**config.mk**
```make
export PLATFORM = sky130hd
export DESIGN_NAME = block_scale_encoder
export DESIGN_NICKNAME = d
export VERILOG_FILES = /design/src/rtl/operand_tf_pkg.sv /design/src/rtl/leading_one_detector.sv /design/src/rtl/block_scale_encoder.sv
export SDC_FILE = /design/constraint.sdc
export NUM_CORES = 1
export LEC_CHECK = 0
export ABC_AREA = 1
export CAP_MARGIN = 20
export CORE_MARGIN = 2
export CORE_UTILIZATION = 38
export CTS_BUF_LIST = sky130_fd_sc_hd__clkbuf_4
export CTS_CLUSTER_DIAMETER = 150
export CTS_CLUSTER_SIZE = 8
export DETAILED_ROUTE_END_ITERATION = 16
export GPL_ROUTABILITY_DRIVEN = 0
export GPL_TIMING_DRIVEN = 0
export HOLD_SLACK_MARGIN = 0.12
export SLEW_MARGIN = 5
export SYNTH_ARGS = -nofsm -noshare
export SYNTH_HDL_FRONTEND = slang
export SYNTH_SLANG_ARGS = --single-unit
```
**constraint.sdc**
```tcl
create_clock -name clk -period 2.8 [get_ports clk]
set_input_delay 0.84 -clock clk [delete_from_list [all_inputs] [get_ports clk]]
set_output_delay 0.84 -clock clk [all_outputs]
set_load 0.005 [all_outputs]
```
**src/rtl/operand_tf_pkg.sv**
```systemverilog
// ============================================================================
// Module  : operand_tf_pkg
// Brief   : Shared widths and state encoding for the operand transformer path.
// Revision: 1.0 - initial release
// ============================================================================
`default_nettype none

package operand_tf_pkg;

  localparam int ELEM_W  = 8;
  localparam int SCALE_W = 8;

  typedef enum logic [1:0] {
    BS_COLLECT = 2'd0,
    BS_SCALE   = 2'd1,
    BS_EMIT    = 2'd2
  } bs_state_e;

endpackage

`default_nettype wire

```
**src/rtl/leading_one_detector.sv**
```systemverilog
// ============================================================================
// Module  : leading_one_detector
// Brief   : Combinational priority encoder returning the highest set bit.
// Revision: 1.0 - initial release
// ============================================================================
`default_nettype none

module leading_one_detector #(
  parameter int W = 16
) (
  input  logic [W-1:0]         data,
  output logic [$clog2(W)-1:0] pos,
  output logic                 is_zero
);

  localparam int c_pos_w = $clog2(W);

  // Ascending scan: the last hit wins, which is the most significant one.
  always_comb begin
    pos = '0;
    for (int i = 0; i < W; i++) begin
      if (data[i]) begin
        pos = c_pos_w'(i);
      end
    end
  end

  assign is_zero = (data == '0);

endmodule

`default_nettype wire

```
**src/rtl/block_scale_encoder.sv**
```systemverilog
// ============================================================================
// Module  : block_scale_encoder
// Brief   : Collects a block of wide values, derives one shared scale and emits
//           8-bit elements such that element << scale approximates each value.
//           Optional OPERAND_TF_ROUND_EN selects round-half-up with saturation.
// Revision: 1.0 - initial release
// ============================================================================
`default_nettype none

module block_scale_encoder
  import operand_tf_pkg::*;
#(
  parameter int WIDE_W     = 16,
  parameter int BLOCK_SIZE = 8
) (
  input  logic                          clk,
  input  logic                          rst_n,
  input  logic                          in_valid,
  output logic                          in_ready,
  input  logic [WIDE_W-1:0]             in_data,
  input  logic                          in_last,
  output logic                          out_valid,
  input  logic                          out_ready,
  output logic [ELEM_W-1:0]             out_element,
  output logic [SCALE_W-1:0]            out_scale,
  output logic [$clog2(BLOCK_SIZE)-1:0] out_index,
  output logic                          out_last
);

  localparam int c_idx_w = $clog2(BLOCK_SIZE);
  localparam int c_cnt_w = $clog2(BLOCK_SIZE + 1);
  localparam int c_pos_w = $clog2(WIDE_W);

  bs_state_e           r_state;
  bs_state_e           w_state_nxt;
  logic [WIDE_W-1:0]   r_buf [BLOCK_SIZE];
  logic [c_cnt_w-1:0]  r_count;
  logic [c_idx_w-1:0]  r_index;
  logic [c_pos_w-1:0]  r_max_pos;
  logic [SCALE_W-1:0]  r_scale;

  logic [c_pos_w-1:0]  w_lod_pos;
  logic                w_lod_zero;
  logic                w_accept;
  logic                w_block_done;
  logic                w_emit_hs;
  logic                w_is_last;
  logic [WIDE_W-1:0]   w_word;
  logic [ELEM_W-1:0]   w_trunc;
  logic [ELEM_W-1:0]   w_elem;

  leading_one_detector #(
    .W (WIDE_W)
  ) u_lod (
    .data    (in_data),
    .pos     (w_lod_pos),
    .is_zero (w_lod_zero)
  );

  // Handshakes decoded from the state register to keep the FSM outputs loop-free.
  assign w_accept     = in_valid && (r_state == BS_COLLECT);
  assign w_block_done = w_accept && (in_last || (r_count == c_cnt_w'(BLOCK_SIZE - 1)));
  assign w_emit_hs    = out_ready && (r_state == BS_EMIT);
  assign w_is_last    = (c_cnt_w'(r_index) == (r_count - c_cnt_w'(1)));

  always_ff @(posedge clk or negedge rst_n) begin
    if (!rst_n) begin
      r_state <= BS_COLLECT;
    end else begin
      r_state <= w_state_nxt;
    end
  end

  always_comb begin
    w_state_nxt = r_state;
    in_ready    = 1'b0;
    out_valid   = 1'b0;
    case (r_state)
      BS_COLLECT: begin
        in_ready = 1'b1;
        if (w_block_done) begin
          w_state_nxt = BS_SCALE;
        end
      end
      BS_SCALE: begin
        w_state_nxt = BS_EMIT;
      end
      BS_EMIT: begin
        out_valid = 1'b1;
        if (out_ready && w_is_last) begin
          w_state_nxt = BS_COLLECT;
        end
      end
      default: begin
        w_state_nxt = BS_COLLECT;
      end
    endcase
  end

  always_ff @(posedge clk or negedge rst_n) begin
    if (!rst_n) begin
      r_count   <= '0;
      r_index   <= '0;
      r_max_pos <= '0;
      r_scale   <= '0;
    end else begin
      case (r_state)
        BS_COLLECT: begin
          if (w_accept) begin
            r_count <= r_count + c_cnt_w'(1);
            if (!w_lod_zero && (w_lod_pos > r_max_pos)) begin
              r_max_pos <= w_lod_pos;
            end
          end
        end
        BS_SCALE: begin
          r_scale <= (r_max_pos > c_pos_w'(7)) ? (SCALE_W'(r_max_pos) - SCALE_W'(7)) : '0;
        end
        BS_EMIT: begin
          if (w_emit_hs) begin
            if (w_is_last) begin
              r_count   <= '0;
              r_index   <= '0;
              r_max_pos <= '0;
            end else begin
              r_index <= r_index + c_idx_w'(1);
            end
          end
        end
        default: begin
          r_count <= '0;
        end
      endcase
    end
  end

  // Payload storage carries no reset; stale contents are never emitted.
  always_ff @(posedge clk) begin
    if (w_accept) begin
      r_buf[r_count[c_idx_w-1:0]] <= in_data;
    end
  end

  assign w_word  = r_buf[r_index];
  assign w_trunc = ELEM_W'(w_word >> r_scale);

`ifdef OPERAND_TF_ROUND_EN
  logic              w_round_bit;
  logic [ELEM_W:0]   w_sum;

  assign w_round_bit = (r_scale != '0) && 1'(w_word >> (r_scale - SCALE_W'(1)));
  assign w_sum       = {1'b0, w_trunc} + (ELEM_W + 1)'(w_round_bit);
  assign w_elem      = w_sum[ELEM_W] ? '1 : w_sum[ELEM_W-1:0];
`else
  assign w_elem      = w_trunc;
`endif

  assign out_element = (r_state == BS_EMIT) ? w_elem : '0;
  assign out_scale   = r_scale;
  assign out_index   = r_index;
  assign out_last    = (r_state == BS_EMIT) && w_is_last;

endmodule

`default_nettype wire

```
Word-level counts from Yosys, hierarchy flattened:

Memories as Yosys holds them, arrays and structs flattened.
Cells that the tools add are included.

* add/subtract/negate cells: 4
* $mul: 0
* divide/modulo/power cells: 0
* magnitude comparators: 2
* equality and inequality tests: 10
* shifts and indexed selects: 1
* multiplexer cells: 32
* bitwise logic cells: 1
* reduce and logical (&&, ||, !) cells: 15

Operator list (count)
* $mux W4: 13
* $logic_not A16 Y1: 1
* $mux W8: 2
* $shr A16 B8 Y8: 1
* $mux W3: 5
* $pmux W4 S3: 1
* $ne A2 B2 Y1 const B: 5
* $mux W2: 4
* $pmux W4 S2: 1
* $logic_and A1 B1 Y1: 6
* $pmux W2 S3: 1
* $mux W1: 5
* $reduce_and A5 Y1: 1
* $sub A4 B3 Y5 const B: 1
* $add A4 B1 Y4 const B: 1
* $eq A3 B4 Y1: 1
* $eq A4 B3 Y1 const B: 1
* $gt A4 B3 Y1 const B: 1
* $gt A4 B4 Y1: 1
* $reduce_and A2 Y1: 2
* $reduce_and A4 Y1: 1
* $sub A4 B1 Y4 const B: 1
* $add A3 B1 Y3 const B: 1
* $eq A2 B1 Y1 const B: 1
* other kinds (7): 7

* register bits after elaboration: 21
* bits in latches: 0
* memory bits (writable): 128
* bits in read-only memories: 0
* input port bits: 21
* output and inout port bits: 22
* logic and storage cells: 71
* memories: 1

Memory list
* r_buf: words 8, width 16, rd ports 1, clocked after memory_dff 0, wr ports 1, line block_scale_encoder.sv:36 `logic [WIDE_W-1:0] r_buf [BLOCK_SIZE];`

Depth between registers and ports, before layout:

Gate-level depths: netlist (run 1).

* depth after elaboration: 20
* depth in mapped cells: 22
* mapped depth without buffers: 22

Hierarchy:

A second synthesis (run 1) with hierarchy kept.

* cell total of the unflattened synthesis: 801
* area total of the unflattened synthesis: 7278.2 um^2

By module, submodules not included
* block_scale_encoder: times used 1, cells an instance 757, area each 7096.8 um^2, sequential area each 4294.1 um^2
* leading_one_detector: times used 1, cells an instance 44, area each 181.4 um^2, sequential area each 0.0 um^2

Worst setup path after synthesis (run 1):

No wires, ideal clock.

* kind: input-to-reg
* from: input port in_valid
* to: memory r_buf[1][0], enable pin
* library setup time: 0.430 ns
* arrival: 2.571 ns
* required time: 2.370 ns
* setup slack: -0.202 ns
* stages on the path: 2
* path buffers: 0
* cell sequence: nand2_1 > nor4_1

* cells in the longest elaborated chain, start to end: 3

Ends and longest elaborated chain
* start, declared: line block_scale_encoder.sv:18 `input logic in_valid,`
* $logic_and A1 B1 Y1: line block_scale_encoder.sv:61 `assign w_accept = in_valid && (r_state == BS_COLLECT);`
* $mux W1: line block_scale_encoder.sv:139 `if (w_accept) begin`
* $mux W1 (implied by the code): line block_scale_encoder.sv:140 `r_buf[r_count[c_idx_w-1:0]] <= in_data;`
* end, declared: line block_scale_encoder.sv:36

No other way between the ends.

Worst setup path after layout (run 1):

* from: register r_index[0], in the netlist out_index[0]
* to: output port out_element[1]

* cells in the longest elaborated chain, start to end: 3

Ends and longest elaborated chain
* start, declared: line block_scale_encoder.sv:38 `logic [c_idx_w-1:0] r_index;`
* start signal, assigned: line block_scale_encoder.sv:126 `r_index <= r_index + c_idx_w'(1);`
* $mem_v2 Z8 W16
* $shr A16 B8 Y8: line block_scale_encoder.sv:145 `assign w_trunc = ELEM_W'(w_word >> r_scale);`
* $mux W8: line block_scale_encoder.sv:158 `assign out_element = (r_state == BS_EMIT) ? w_elem : '0;`
* end, declared: line block_scale_encoder.sv:24 `output logic [ELEM_W-1:0] out_element,`

No other way between the ends.

==> results of run 1 <==
-- worst max-delay path: stages (launching register included) --
cell and delay (ns):
dfrtp_2 0.48, inv_4 0.09, buf_12 0.16, buf_12 0.13
nand2_2 0.04, nand2_1 0.05, nand2_1 0.06, nand3_2 0.12
nand3_4 0.10, buf_6 0.14, o211ai_1 0.18, nand3_1 0.10
nand2_1 0.08, nor2_1 0.04, nor2_1 0.13, buf_2 0.14
-- flip-flops by register name, indices dropped and copies added (netlist names) --
name	cells
out_index	3
out_scale	5
r_buf	128
r_count	4
r_max_pos	4
r_state	2
-- stage by stage --
step / area, um2 / TNS (ns)
4_1_cts: 8720 / -4.309
5_1_grt: 8871 / -5.954
3_3_place_gp: 7999 / -146.05
2_1_floorplan: 7286 / 0
3_5_place_dp: 8157 / -14.03
6_report: 8871 / -4.485
-- placed cells by master (no fill, tap or decap), drive strengths merged, types with 4 or more instances in the layout --
cell type	netlist	layout
dlymetal6s2s	0	5
nand3	133	133
clkinvlp	0	4
dfrtp	18	18
o21ai	22	22
buf	30	59
ha	8	8
clkbuf	11	33
nor2	58	58
edfxtp	128	128
nor3	4	4
nand4	22	22
clkinv	2	7
inv	87	88
a21oi	7	7
nand2	256	256
clkdlybuf4s50	0	25
-- layer usage --
metal  share of wire  vias to the layer above
met4           0.028                        0
li1                -                     2841
met2            0.47                      178
met5               0                        -
met1            0.45                     2707
met3           0.053                       33
-- cell usage after synthesis, types with 7 or more instances --
cell type	count
nand2_1	256
nand3_1	132
edfxtp_1	128
inv_1	85
nor2_1	55
nand4_1	22
dfrtp_1	18
o21ai_0	18
buf_2	11
clkbuf_1	11
ha_1	8
a21oi_1	7
buf_4	7
-- cell type report --
class / count / area share
Inverter: 89 / 0.03921
Timing Repair Buffer: 66 / 0.07659
Buffer: 39 / 0.03681
Tap cell: 234 / 0.03300
Multi-Input combinational cell: 526 / 0.2982
Antenna cell: 1 / 0.0002821
Clock inverter: 12 / 0.01523
Clock buffer: 19 / 0.01608
Sequential cell: 146 / 0.4846
-- report_power, final --
part	internal (W)	leakage (nW)	switching [W]	total, W
sequential	0.00262	1.38	0.000141	0.00276
combinational	0.00189	2.29	0.00310	0.00500
clock	0.000548	0.143	0.000777	0.00133
total	0.00506	3.81	0.00402	0.00908
-- worst paths after layout --
path | slack (ns) | endpoint | startpoint
max | -0.64 | out_element[1] | out_index[0]$_DFFE_PN0P_
min | 0.51 | out_scale[6]$_DFFE_PN0N_ | r_max_pos[3]$_DFFE_PN0P_
max reg2reg | 0.45 | r_buf[3][9]$_DFFE_PP_ | r_state[1]$_DFFE_PN0P_
min reg2reg | 0.51 | out_scale[6]$_DFFE_PN0N_ | r_max_pos[3]$_DFFE_PN0P_
max in group asynchronous | 1.46 | out_index[0]$_DFFE_PN0P_ | rst_n
min in group asynchronous | 0.75 | r_max_pos[1]$_DFFE_PN0P_ | rst_n
-- timing repair --
| item | in CTS | in global routing |
|---|---|---|
| gates cloned | 2 | 1 |
| hold endpoints to repair | 0 | 0 |
| resized for setup | 107 | 38 |
| pin swaps | 14 | 8 |
| hold buffers | 0 | 0 |
| buffers inserted | 7 | 4 |
| setup endpoints to repair | 13 | 15 |
-- kinds of logic (layout without fill, tap and decap cells) --
| kind of cell | after synthesis | after routing |
|---|---|---|
| AND/OR/NAND/NOR | 477 | 477 |
| buffers and inverters | 130 | 225 |
| flip-flops | 146 | 146 |
| adder cells (fa/ha/maj) | 8 | 8 |
| AO/OA/AOI/OAI | 37 | 37 |
| XOR/XNOR | 4 | 4 |
| other | 0 | 1 |
==> results by group, run 1 <==
Power
  • PnR Total Power: 0.009081 W
  • Pwr dens: 1024 nW/um2
  • Worst vdd ir: 0.0003272 V
  • Leak: 3.809 nW

Clock network
  • H-tree lvl count: 4
  • CTS sink count: 146
  • CTS clk-pin slew, worst paths: 0.12 ns
  • CTS buffer count: 17
  • Root buffer cell: clkbuf_4
  • CTS tree: done
  • Clk Latency, worst-skew pair: 0.55 ns
  • Clock tree buffer depth: 2

Global route
  • Gr ovfl total: 0
  • Met3 Usage GRT: 0.03230
  • Largest net degree at the start of global routing: 19
  • GRT Total Usage: 0.2043
  • Busiest grt layer: met2
  • Met2 Usage GRT: 0.3270
  • Met1 Track Usage GR: 0.2785
  • Number of global-route vias before repair: 5,301
  • Initial antenna violation count: 1
  • First-pass GRT wire length: 30.24 mm

Finish
  • Area Overhead vs Synth: 21.86%
  • Final cell count without fillers: 1,132
  • Multi-input gate area: 2645 um2
  • Sequential Area: 4299 um2
  • Finished Core Util: 0.4727
  • Net count, final: 914
  • Fill cells: 1,779
  • Share of post-route cells with drive strength above 1: 0.1895

Detailed routing
  • Total Wirelength: 20.26 mm
  • DRC viols: 0
  • Via density: 5.087
  • Vias post-DR: 5,759
  • First-pass iteration count of the detailed router: 4
  • DR iter-0 viols: 528
  • WL per Instance: 17.89 um
  • Post-route ant nets: 0

Setup path
  • Crit path capture type: output pin
  • Startpoint Class: flip-flop
  • Worst path required time: 1.96 ns
  • WP data arrival: 2.60 ns
  • Max FO, Critical Path: 7
  • CP Class: flip-flop to output pin
  • Register-to-Register Path Depth: 4

Synthesis
  • Synth Instances: 802
  • Mapped Nets: 831
  • Seq/Total Area, Yosys: 0.5899
  • Asr flop ratio synth: 0.1233
  • Largest family of logic cells by synthesized area: simple AND/OR/NAND/NOR gates
  • Simple-gate portion of the synthesized area: 0.2802
  • Synthesized flop and latch total: 146
  • Mux cell area share after synthesis: 0
  • Synth Area in Compound Gates: 0.02922
  • Yosys top cell area share: 0.5280
  • Synth area leaders: edfxtp_1 (53%), nand2_1 (13%), nand3_1 (9.1%)
  • Post-synthesis adder-cell area fraction: 0.01375
  • Post-synthesis cell type count: 34
  • Yosys top cell by area: edfxtp_1
  • Most common flop cell mapped by yosys: edfxtp_1
  • Avg Cell Area, Syn: 9.077 um2
  • XOR/XNOR Fraction of Synth Area: 0.004813
  • Synth warnings: 0
  • Mapped cell area: 7279 um2
  • Number of synthesized flops with an enable pin: 128

STA
  • Fmax: 291.1 MHz
  • Fin. Hold Viols: 0
  • Max-slew violations: 0
  • Hold slack: 0.5099 ns
  • Tcrit/Tclk final: 1.227
  • Rel. slew slack: 0.3762
  • RSZ-0062 raised after global routing: true
  • PnR worst setup slack: -0.6355 ns
  • Endpoints failing setup: 9
  • Clock Skews: 0.02802 ns
  • Final min period: 3.435 ns
  • Worst Tran Pin Value: 0.9306 ns

Floorplanning
  • Site Rows: 50
  • Die height: 142.4 um
  • Die Wd: 142.4 um
  • Top Ports: 43
  • Core footprint: 18,770 um2
  • Starting Density: 0.3879
  • Full die area: 20,280 um2

Placement
  • Post-detail-place hpwl: 14.04 mm
  • Placed cells: 1,088
  • Pre-CTS setup slack: -0.8038 ns
  • Port bufs: 42

Job
  • Max-Cap Viols: 0

Status
  • Outcome: finished with violations
  • Failing checks: setup timing

Min path
  • Worst Hold Depth: 1
  • Hold Crit Class: flip-flop to flip-flop
Power figures use the tool's default switching activity.
==> run 2: changes to the inputs <==
Settings changed: CORE_ASPECT_RATIO from default to 1.1, HOLD_SLACK_MARGIN 0.12 to default.
==> run 2 against run 1 <==
The flow still finishes with violations (setup timing). Via count grew 3.6%. Worst hold slack got worse by 0.020 ns. Wire length up 3.7%. Non-clock buffer count grew 14. Count of clock-buffer cells in the layout unchanged. Clock power fell by 14%. Setup slack improved by 0.019 ns. Die area is essentially flat. Highest routed layer unchanged.
==> results by group, run 2 (same netlist as run 1, synthesis figures left out) <==
Detailed routing
  • Vias post-DR: 5,969 (+3.6%)
  • Total Wirelength: 21.00 mm (+3.7%)
  • Via density: 5.146 (+1.1%)
  • Post-route ant nets: 0 (unchanged)
  • DR iter-0 viols: 541 (+2.5%)
  • DRC viols: 0 (unchanged)
  • First-pass iteration count of the detailed router: 5 (+1)
  • WL per Instance: 18.10 um (+1.2%)

Finish
  • Max reg flops: 128 (unchanged)
  • Share of post-route cells with drive strength above 1: 0.2697 (+0.08022)
  • Most common cell after layout, fill and taps aside: nand2_1
  • Design area: 9265 um2 (+4.4%)
  • Final cell count without fillers: 1,160 (+2.5%)
  • Net count, final: 928 (+1.5%)
  • Most frequent cells in the layout: nand2_1 (214), edfxtp_1 (128), inv_1 (81)
  • Area Overhead vs Synth: 27.28%

Status
  • Failing checks: setup timing
  • Outcome: finished with violations

Placement
  • Placed cells: 1,100 (+1.1%)
  • Port bufs: 42 (unchanged)
  • Post-detail-place hpwl: 14.39 mm (+2.5%)
  • Area post-placement: 8158 um2 (about the same)
  • Pre-CTS setup slack: -0.8068 ns (-0.003008 ns)

Global route
  • Gr ovfl total: 0 (unchanged)
  • First-pass GRT wire length: 32.11 mm (+6.2%)
  • Number of global-route vias before repair: 5,673 (+7.0%)
  • GRT Total Usage: 0.2165 (+0.01221)
  • Largest net degree at the start of global routing: 19 (unchanged)
  • Initial antenna violation count: 1 (unchanged)

Setup path
  • Crit path capture type: output pin
  • Max FO, Critical Path: 8 (+1)
  • WP data arrival: 2.58 ns (-0.02 ns)
  • Worst path required time: 1.96 ns (about the same)
  • CP Class: flip-flop to output pin
  • Startpoint Class: flip-flop

STA
  • Clock Skews: 0.02377 ns (-0.004256 ns)
  • Fin. Hold Viols: 0 (unchanged)
  • Rel. slew slack: 0.3683 (-0.007937)
  • Worst Tran Pin Value: 0.9424 ns (+0.01184 ns)
  • Max-slew violations: 0 (unchanged)
  • Tcrit/Tclk final: 1.220 (-0.006944)
  • RSZ-0062 raised after global routing: true
  • Endpoints failing setup: 9 (unchanged)
  • PnR worst setup slack: -0.6160 ns (+0.01944 ns)
  • Final min period: 3.416 ns (-0.01944 ns)
  • Fmax: 292.7 MHz (+0.57%)

Floorplanning
  • Site Rows: 53 (+6.0%)
  • Full die area: 20,280 um2 (about the same)
  • Die height: 149.2 um (+4.7%)
  • Die Wd: 136.0 um (-4.5%)
  • Top Ports: 43 (unchanged)
  • Core footprint: 18,970 um2 (+1.1%)
  • Starting Density: 0.3838 (-0.004043)

Job
  • Max-Cap Viols: 0 (unchanged)

Power
  • Net Switching: 0.004341 W (+8.0%)
  • Reg power frac: 0.290 (-0.014)
  • Pwr dens: 1027 nW/um2 (+0.31%)
  • Logic pwr share: 0.590 (+0.040)
  • PnR Total Power: 0.009514 W (+4.8%)
  • Switching Share: 0.4562 (+0.01356)
  • Leak: 3.973 nW (+4.3%)
  • Power Internal: 0.005173 W (+2.2%)
  • Clock network power share: 0.120 (-0.026)
  • Worst vdd ir: 0.0004636 V (+42%)

Clock network
  • CTS clk-pin slew, worst paths: 0.14 ns (+0.02 ns)
  • CTS sink count: 146 (unchanged)
  • Clock tree buffer depth: 2 (unchanged)
  • CTS buffer count: 17 (unchanged)
  • CTS tree: done
  • H-tree lvl count: 4 (unchanged)
  • Clk Latency, worst-skew pair: 0.57 ns (+0.02 ns)
  • Root buffer cell: clkbuf_4

Min path
  • Hold Crit Class: flip-flop to flip-flop
run 2: path summary, 6_finish.rpt:
path	startpoint	endpoint	slack, ns	depth (start not counted)
min in group asynchronous	rst_n	out_scale[6]$_DFFE_PN0N_	0.74	1
setup reg to reg	r_state[1]$_DFFE_PN0P_	r_buf[5][11]$_DFFE_PP_	0.35	4
hold reg to reg	r_max_pos[3]$_DFFE_PN0P_	out_scale[6]$_DFFE_PN0N_	0.49	1
setup / recovery	out_index[0]$_DFFE_PN0P_	out_element[2]	-0.62	14
max in group asynchronous	rst_n	out_index[1]$_DFFE_PN0P_	1.48	1
hold / removal	r_max_pos[3]$_DFFE_PN0P_	out_scale[6]$_DFFE_PN0N_	0.49	1
run 2: layout make-up:
type,instances,area [um2]
repair buffers,79,793.3
fillers,1801,9701
multi-input cells,526,2928
inverters,89,347.8
plain buffers,40,355.3
flip-flops and latches,146,4298
clock inverters,13,88.84
diodes,1,2.502
clock buffers,19,142.6
well taps,247,309.0
run 2: worst max-delay path, cell delays in order (launching register included):
cell and delay (ns):
dfrtp_2 0.48, inv_4 0.10, buf_12 0.18, buf_16 0.14, nand2_1 0.05, nand3_1 0.07, nand3_2 0.15, nand3_4 0.14
nand2_2 0.09, buf_4 0.15, a21oi_2 0.12, nor2_1 0.05, nor2_1 0.10, nor2_1 0.05, buf_2 0.12
run 2: stage by stage:
stage / setup TNS [ns] / util / hold slack [ns]
floorplan: 0 / - / 0.4678
global placement: -151.32 / 0.4226 / 0.4862
detailed placement: -18.76 / 0.4301 / 0.4927
CTS: -5.065 / 0.4761 / 0.4814
global route: -6.160 / 0.4885 / 0.5092
finish: -4.656 / 0.4885 / 0.4895
run 2: power by group through the flow:
| stage | Sequential, W | Combinational (W) | Clock (W) |
|---|---|---|---|
| 2_1_floorplan | 0.00277 | 0.00279 | 0 |
| 3_3_place_gp | 0.00280 | 0.00421 | 0 |
| 3_5_place_dp | 0.00279 | 0.00429 | 0 |
| 4_1_cts | 0.00275 | 0.00526 | 0.00116 |
| 5_1_grt | 0.00278 | 0.00613 | 0.00125 |
| 6_report | 0.00276 | 0.00561 | 0.00114 |
run 2: metal layers:
metal / part of all wire / track usage / wire length [um]
met2: 0.49 / 0.3616 / 10250
met5: 0 / 0 / 0
met1: 0.42 / 0.2687 / 8810
met3: 0.054 / 0.04417 / 1142
met4: 0.038 / 0.1026 / 794
run 2: what timing repair did:
item / in CTS / in global routing
hold buffers: 0 / 0
endpoints found under the hold margin: 0 / 0
gates resized for setup: 147 / 81
setup endpoints to repair: 13 / 14
gates cloned: 5 / 0
setup buffers: 20 / 7
pin swaps: 52 / 50
